`src/rtl/branch_predictor_bht_if.sv`:
```
// ==========================================================================
// branch_predictor_bht_if : IF-lookup / EX-training bus for the BHT | rev 1.0
// ==========================================================================
`default_nettype none

interface branch_predictor_bht_if;
  logic [31:0] if_pc;
  logic [31:0] if_ir;
  logic        ex_valid;
  logic [31:0] ex_pc;
  logic        ex_taken;
  logic        ex_predicted;
  logic        predict_taken;
  logic [31:0] predict_target;
  logic        is_branch;
  logic [15:0] br_count;
  logic [15:0] mis_count;

  modport master (
    output if_pc, if_ir, ex_valid, ex_pc, ex_taken, ex_predicted,
    input  predict_taken, predict_target, is_branch, br_count, mis_count
  );

  modport slave (
    input  if_pc, if_ir, ex_valid, ex_pc, ex_taken, ex_predicted,
    output predict_taken, predict_target, is_branch, br_count, mis_count
  );
endinterface

`default_nettype wire

```
`src/rtl/branch_predictor_bht.sv`:
```
// ==========================================================================
// branch_predictor_bht : direct-mapped 2-bit counter branch predictor | rev 1.0
// ==========================================================================
`default_nettype none

module branch_predictor_bht #(
  parameter int ENTRIES = 16,
  parameter int IDX_W   = $clog2(ENTRIES)
) (
  input  wire logic              clk,
  input  wire logic              rst,
  branch_predictor_bht_if.slave  bus
);

  localparam logic [1:0]  c_CNT_WNT  = 2'b01;
  localparam logic [1:0]  c_CNT_MAX  = 2'b11;
  localparam logic [1:0]  c_CNT_MIN  = 2'b00;
  localparam logic [15:0] c_STAT_MAX = 16'hFFFF;
  localparam logic [5:0]  c_OP_BEQ   = 6'b000100;
  localparam logic [5:0]  c_OP_J     = 6'b000010;

  logic [1:0]  table_q [ENTRIES];
  logic [1:0]  table_d [ENTRIES];
  logic [15:0] br_count_q, br_count_d;
  logic [15:0] mis_count_q, mis_count_d;

  logic [IDX_W-1:0] w_ex_idx;
  logic [IDX_W-1:0] w_if_idx;
  logic [5:0]       w_opcode;
  logic [31:0]      w_pc_plus4;
  logic [31:0]      w_br_offset;
  logic             w_unused;

  assign w_ex_idx    = bus.ex_pc[IDX_W+1:2];
  assign w_if_idx    = bus.if_pc[IDX_W+1:2];
  assign w_opcode    = bus.if_ir[31:26];
  assign w_pc_plus4  = bus.if_pc + 32'd4;
  assign w_br_offset = {{14{bus.if_ir[15]}}, bus.if_ir[15:0], 2'b00};
  // Untagged table: only the index bits of the resolved PC matter.
  assign w_unused    = &{1'b0, bus.ex_pc[31:IDX_W+2], bus.ex_pc[1:0]};

  always_comb begin
    table_d     = table_q;
    br_count_d  = br_count_q;
    mis_count_d = mis_count_q;
    if (bus.ex_valid) begin
      if (bus.ex_taken) begin
        if (table_q[w_ex_idx] != c_CNT_MAX) table_d[w_ex_idx] = table_q[w_ex_idx] + 2'd1;
      end else begin
        if (table_q[w_ex_idx] != c_CNT_MIN) table_d[w_ex_idx] = table_q[w_ex_idx] - 2'd1;
      end
      if (br_count_q != c_STAT_MAX) br_count_d = br_count_q + 16'd1;
      if ((bus.ex_taken != bus.ex_predicted) && (mis_count_q != c_STAT_MAX))
        mis_count_d = mis_count_q + 16'd1;
    end
  end

  always_ff @(posedge clk) begin
    if (!rst) begin
      for (int i = 0; i < ENTRIES; i++) table_q[i] <= c_CNT_WNT;
      br_count_q  <= 16'd0;
      mis_count_q <= 16'd0;
    end else begin
      table_q     <= table_d;
      br_count_q  <= br_count_d;
      mis_count_q <= mis_count_d;
    end
  end

  // Lookup reads the registered table, so a same-cycle update is not bypassed.
  always_comb begin
    bus.is_branch      = 1'b0;
    bus.predict_taken  = 1'b0;
    bus.predict_target = w_pc_plus4;
    case (w_opcode)
      c_OP_BEQ: begin
        bus.is_branch      = 1'b1;
        bus.predict_taken  = table_q[w_if_idx][1];
        bus.predict_target = w_pc_plus4 + w_br_offset;
      end
      c_OP_J: begin
        bus.is_branch      = 1'b1;
        bus.predict_taken  = 1'b1;
        bus.predict_target = {w_pc_plus4[31:28], bus.if_ir[25:0], 2'b00};
      end
      default: ;
    endcase
  end

  assign bus.br_count  = br_count_q;
  assign bus.mis_count = mis_count_q;

endmodule

`default_nettype wire

```
`src/flat_wrapper.sv`:
```
// flat-port wrapper written by rule: the top's interface ports become plain ports
module branch_predictor_bht_flat 
#(
  parameter int ENTRIES = 16,
  parameter int IDX_W   = $clog2(ENTRIES)
)
  (clk, rst, bus_if_pc, bus_if_ir, bus_ex_valid, bus_ex_pc, bus_ex_taken, bus_ex_predicted, bus_predict_taken, bus_predict_target, bus_is_branch, bus_br_count, bus_mis_count);
  branch_predictor_bht_if bus_i ();
  input  wire logic clk;
  input  wire logic rst;
  input wire logic [$bits(bus_i.if_pc)-1:0] bus_if_pc;
  input wire logic [$bits(bus_i.if_ir)-1:0] bus_if_ir;
  input wire logic [$bits(bus_i.ex_valid)-1:0] bus_ex_valid;
  input wire logic [$bits(bus_i.ex_pc)-1:0] bus_ex_pc;
  input wire logic [$bits(bus_i.ex_taken)-1:0] bus_ex_taken;
  input wire logic [$bits(bus_i.ex_predicted)-1:0] bus_ex_predicted;
  output wire logic [$bits(bus_i.predict_taken)-1:0] bus_predict_taken;
  output wire logic [$bits(bus_i.predict_target)-1:0] bus_predict_target;
  output wire logic [$bits(bus_i.is_branch)-1:0] bus_is_branch;
  output wire logic [$bits(bus_i.br_count)-1:0] bus_br_count;
  output wire logic [$bits(bus_i.mis_count)-1:0] bus_mis_count;
  assign bus_i.if_pc = bus_if_pc;
  assign bus_i.if_ir = bus_if_ir;
  assign bus_i.ex_valid = bus_ex_valid;
  assign bus_i.ex_pc = bus_ex_pc;
  assign bus_i.ex_taken = bus_ex_taken;
  assign bus_i.ex_predicted = bus_ex_predicted;
  assign bus_predict_taken = bus_i.predict_taken;
  assign bus_predict_target = bus_i.predict_target;
  assign bus_is_branch = bus_i.is_branch;
  assign bus_br_count = bus_i.br_count;
  assign bus_mis_count = bus_i.mis_count;
  branch_predictor_bht #(.ENTRIES(ENTRIES), .IDX_W(IDX_W)) u_core (.clk(clk), .rst(rst), .bus(bus_i));
endmodule
```
`config.mk`:
```
export PLATFORM = sky130hd
export DESIGN_NAME = branch_predictor_bht_flat
export DESIGN_NICKNAME = d
export VERILOG_FILES = /design/src/rtl/branch_predictor_bht_if.sv /design/src/rtl/branch_predictor_bht.sv /design/src/flat_wrapper.sv
export SDC_FILE = /design/constraint.sdc
export NUM_CORES = 1
export LEC_CHECK = 0
export CAP_MARGIN = 20
export CORE_MARGIN = 2
export CORE_UTILIZATION = 30
export CTS_CLUSTER_SIZE = 14
export DETAILED_ROUTE_END_ITERATION = 10
export PLACE_DENSITY_LB_ADDON = 0.05
export SLEW_MARGIN = 15
export SYNTH_ARGS = -nofsm -noshare
export SYNTH_HDL_FRONTEND = slang
export SYNTH_SLANG_ARGS = --single-unit
```
`constraint.sdc`:
```
create_clock -name clk -period 5.7 [get_ports clk]
set_clock_uncertainty 0.2 [all_clocks]
set_input_delay 1.425 -clock clk [delete_from_list [all_inputs] [get_ports clk]]
set_output_delay 1.425 -clock clk [all_outputs]
set_load 0.05 [all_outputs]
```
# --- Word-level counts from Yosys, hierarchy flattened ---
# Index checks and enable logic that the tools add are counted.
totals:
  reg_bits: 64
  input_bits: 101
  output_inout_bits: 66
  wordCells: 60
op_classes:
  add_sub_neg: 6
  magnitude_cmp: 3
  eq_ne: 7
  muxes: 16
  n_bitwise: 2
  reduce_logical: 8
op_table:
  columns: ["op", "n"]
  rows:
  - ["2-to-1 mux 32 bit", 3]
  - ["bitwise mux 32 bit", 2]
  - ["one-hot mux 32 bit (2 select lines)", 1]
  - ["adder 16 x 1 -> 16 bit, second input constant", 2]
  - ["adder 32 x 3 -> 32 bit, second input constant", 1]
  - ["adder 32 bit", 1]
  - ["!= test 16 bit, second input constant", 2]
  - ["binary-select mux 2 bit (select 4 bit)", 2]
  - ["greater-or-equal comparator 5 bit, second input constant", 2]
  - ["2-to-1 mux 2 bit", 5]
  - ["NOT 4 -> 5 bit", 2]
  - ["demux 2 bit (select 4 bit)", 1]
  - ["equality test 6 x 2 -> 1 bit, second input constant", 1]
  - ["equality test 6 x 3 -> 1 bit, second input constant", 1]
  - ["less-than comparator 5 x 1 -> 1 bit, second input constant", 1]
  - ["AND reduction 2 bit", 2]
  - ["nonzero test 2 bit", 2]
  - ["AND reduction 3 bit", 1]
  - ["adder 2 x 1 -> 2 bit, second input constant", 1]
  - ["logical AND 1 bit", 2]
  - ["!= test 2 x 1 -> 1 bit, second input constant", 1]
  - ["!= test 2 bit, second input constant", 1]
  - ["one-hot mux 1 bit (2 select lines)", 1]
  - ["OR reduction 2 bit", 1]
  - ["other kinds (3)", 3]

# --- Depth between registers and ports, before layout ---
logic_depth:
  ltp_word: 8
  ltp_mapped: 17
  ltp_nobuf: 15

# --- Worst setup path after synthesis ---
# No wires, ideal clock.
synth_timing:
  path_type: "input to output"
  start: "in bus_if_pc[21]"
  end: "out bus_predict_target[31]"
  arrival_ps: 5048
  required_ps: 4075
  slack_ps: -973
  path_stages: 12
  cell_sequence: "inv_1 or3_1 or4_4 nor2_1 xor2_1 ha_1 a21o_1 a21o_1 a221oi_1 a21boi_0 mux2_1 a21oi_1"
synth_via:
  elab_chain_cells: 3
synth_rtl:
  columns: ["item", "line", "source"]
  rows:
  - ["start: declaration", "flat_wrapper.sv:11", "input wire logic [$bits(bus_i.if_pc)-1:0] bus_if_pc;"]
  - ["adder 32 x 3 -> 32 bit *", "branch_predictor_bht.sv:37", "assign w_pc_plus4 = bus.if_pc + 32'd4;"]
  - ["adder 32 bit", "branch_predictor_bht.sv:79", "bus.predict_target = w_pc_plus4 + w_br_offset;"]
  - ["one-hot mux 32 bit (2 select lines) *", "branch_predictor_bht.sv:75", "case (w_opcode)"]
  - ["end: declaration", "flat_wrapper.sv:18", "output wire logic [$bits(bus_i.predict_target)-1:0] bus_predict_target;"]
# Mark *: on every way between the ends. The rest lies on a longest branch, timed or not.

# --- Worst setup path in the final report ---
layout_timing:
  start: "in bus_if_pc[7]"
  end: "out bus_predict_target[31]"
# Same word-level chain as after synthesis.

==> flow_metrics.py <==
metrics = {
    "timing": {
        "holdWs_ps": 277,
        "hold_viol": 0,
        "maxSlewHeadroom": 0.535,
        "fmax_mhz": 161,
        "finalSetupViolCount": 17,
        "period_needed_ps": 6230,
        "fin_ws_ps": -530,
        "post-route-period-util": 1.09,
        "rsz0062_at_grt": "yes",
        "tightest_slew_ps": 696,
        "drv_slew": 0,
    },
    "outcome": {
        "status": "finished with violations",
        "violations": "setup timing",
    },
    "clock_tree": {
        "numCtsBuffers": 9,
        "clock_path_buffers": 2,
        "cts_root_buf": "clkbuf_16",
        "numClockSinks": 64,
        "cts_tree": "done",
        "clkTransAtPathRegs_ps": 50,
        "insertion_delay_ps": 320,
        "cts_max_level": 3,
    },
    "worst_setup_path": {
        "crit_path_start": "bus_if_pc[7]",
        "cp.arrival_ps": 4610,
        "crit_slowest_cell": "or4_4",
        "r2r_slack_ps": 2550,
        "startpoint_type": "input pin",
        "cp_slowest_stage_delay_ps": 590,
        "crit_required_ps": 4070,
        "path_cells": "buf_8, nand3_4, or3_4, or4_4, nor2_4, xor2_2, ha_1, a21o_1, a21o_1, a221oi_2, a21boi_2, mux2_4, a21oi_4, buf_12",
        "setup.worst_path.class": "input pin to output port",
        "cp_common_cell": "a21o_1",
        "cp-end-kind": "output port",
        "reg2reg_depth": 12,
        "cp-endpoint": "bus_predict_target[31]",
        "critPathMaxFanout": 3,
    },
    "global_routing": {
        "grtUsageTotal": 0.206,
        "grt_pass1_wl_mm": 34.2,
        "grt_max_degree": 65,
        "grt_pass1_vias": 6903,
        "grt.overflow.total": 0,
        "antenna_found_initial": 1,
    },
    "placement": {
        "placed_cell_area_um2": 9260,
        "io_buffers": 138,
        "hpwl_mm": 16.4,
        "gp_congestion": 0.861,
    },
    "synthesis": {
        "synthAdderAreaFrac": 0.0889,
        "synth_top_family_by_area": "simple AND/OR/NAND/NOR gates",
        "synthMuxAreaShare": 0.0819,
        "synth_area_um2": 5850,
        "synth-compound-area-share": 0.208,
        "synth.distinct_cells": 68,
        "syn_inst": 743,
        "synthesis.nets": 885,
        "seq_area_frac_synth": 0.219,
        "synth_seq_cells": 64,
        "synth_edf_count": 0,
        "synth_area_per_cell_um2": 7.88,
        "synth-simple-area-share": 0.257,
        "synthArstFlopShare": 0,
        "synth_ff_type": "dfxtp_1",
        "synth_warnings": 0,
        "synth_xor_area_frac": 0.111,
    },
    "die": {
        "initial_core_util": 0.304,
        "num_rows": 51,
        "die_x_um": 144,
        "die_h_um": 144,
        "core-area_um2": 19300,
        "dieArea_um2": 20600,
        "io_pins": 167,
    },
    "routing": {
        "vias": 6934,
        "vias_per_cell": 5.05,
        "wl_mm": 22.6,
        "drc": 0,
        "drtAntennaViolNets": 0,
        "initialDrtViolationCount": 327,
        "drt-pass1-iter-count": 6,
        "wl_per_cell_um": 16.5,
    },
    "power": {
        "p_per_area_nw_per_um2": 163,
        "total_power_mw": 1.90,
        "vdd_drop_max_mv": 0.170,
        "p_leak_nw": 4.63,
    },
    "min_path": {
        "hold_class": "flop to flop",
    },
    "layout": {
        "final_layout_size_suffix_gt1_frac": 0.485,
        "design_area_um2": 11700,
        "nets": 1247,
        "n_fill_cell": 1624,
        "syn_to_final_growth_pct": 99.5,
        "antenna_cells": 0,
    },
    "flow_run": {
        "maxCapViolCount": 0,
    },
}
timing repair:
action                                  CTS  global route
buffers inserted                         43            28
gates resized for setup                 266           144
gates cloned                              0             0
endpoints found under the setup margin   24            23
pin swaps                                92           102
hold buffers                              0             0
kinds of logic (layout without fill, tap and decap cells):
family | Yosys count | in the layout
simple gates | 299 | 299
mux | 30 | 30
flops | 64 | 64
compound gates | 186 | 186
fa+ha+maj | 41 | 41
xor+xnor | 73 | 73
buf+inv | 50 | 416
routing by layer:
metal / track usage / up-vias / wire length [µm]
li1: - / 3413 / -
met1: 0.251 / 3359 / 9450
met2: 0.382 / 135 / 12000
met3: 0.0247 / 27 / 765
met4: 0.0531 / 0 / 389
met5: 0 / - / 0
stage by stage:
step	std cells	utilization	setup slack, ps	setup TNS (ps)
after global routing	1374	0.606	-667	-7370
after global placement	1299	0.481	-1100	-17450
after detailed placement	1299	0.481	-1130	-17960
final	1374	0.606	-530	-5090
after floorplan	743	-	-410	-1520
after CTS	1352	0.556	-501	-4340
report_power, final:
| group | internal (mW) | total [mW] | switching [mW] |
|---|---|---|---|
| sequential | 0.455 | 0.461 | 0.00585 |
| combinational | 0.448 | 0.884 | 0.436 |
| clock | 0.370 | 0.557 | 0.187 |
critical path: cells and delay by family:
kind | cells | cell delay, ps
and+or+nand+nor | 4 | 1170
buffers and inverters | 2 | 230
muxes | 1 | 330
xor gates and xnor gates | 1 | 150
adders and majority gates | 1 | 270
AOI/OAI and AO/OA | 5 | 1030
worst min-delay path by stage:
stage,start,cells after the start,slack (ps),to
2_1_floorplan,flop,2,240,flop
3_3_place_gp,flop,2,260,flop
3_5_place_dp,flop,2,260,flop
4_1_cts,flop,2,270,flop
5_1_grt,flop,2,310,flop
6_report,flop,2,280,flop
synth_stat cells, types with 23 or more instances:
library cell / n / share of area
xor2_1: 30 / 0.045
o21ai_0: 61 / 0.052
and2_1: 25 / 0.027
dfxtp_1: 64 / 0.22
xnor2_1: 42 / 0.063
ha_1: 40 / 0.086
nor2_1: 49 / 0.031
nand3_1: 37 / 0.032
a21oi_1: 38 / 0.032
nand2_1: 95 / 0.061
clkbuf_1: 23 / 0.015
cell type report:
cell class,instances,area (µm²),area share
multi-input combinational,629,6050,0.518
tap,265,332,0.0284
timing repair buffer,384,3640,0.312
sequential,64,1280,0.110
clock buffer,12,267,0.0228
clock inverter,3,40.0,0.00343
inverter,17,63.8,0.00547
layout by cell type, fill, tap and decap left out, types with 8 or more instances in the layout:
cell type / Yosys / layout
o21ai_1: 1 / 9
inv_1: 17 / 16
xnor2_2: 0 / 10
xor2_1: 30 / 17
buf_6: 0 / 48
nor3_1: 16 / 13
o21ai_4: 0 / 8
a21oi_4: 0 / 19
a22oi_1: 19 / 19
nor2_1: 49 / 31
or3_1: 12 / 10
nand2_2: 0 / 9
mux4_2: 14 / 14
a21oi_2: 0 / 14
and2_1: 25 / 25
ha_4: 0 / 20
nand4_1: 15 / 15
buf_4: 1 / 208
o21ai_2: 0 / 16
nand2_1: 95 / 74
buf_12: 0 / 28
nand3_1: 37 / 27
buf_2: 7 / 8
xor2_2: 1 / 9
mux2i_1: 13 / 13
nor2_4: 1 / 14
xnor2_1: 42 / 26
clkdlybuf4s50_1: 0 / 83
clkbuf_16: 0 / 9
dfxtp_1: 64 / 64
a21boi_0: 19 / 18
nor2b_1: 11 / 10
nand2_4: 0 / 11
o21ai_0: 61 / 29
ha_1: 40 / 19
nand3_4: 0 / 8
Power figures use the tool's default switching activity.
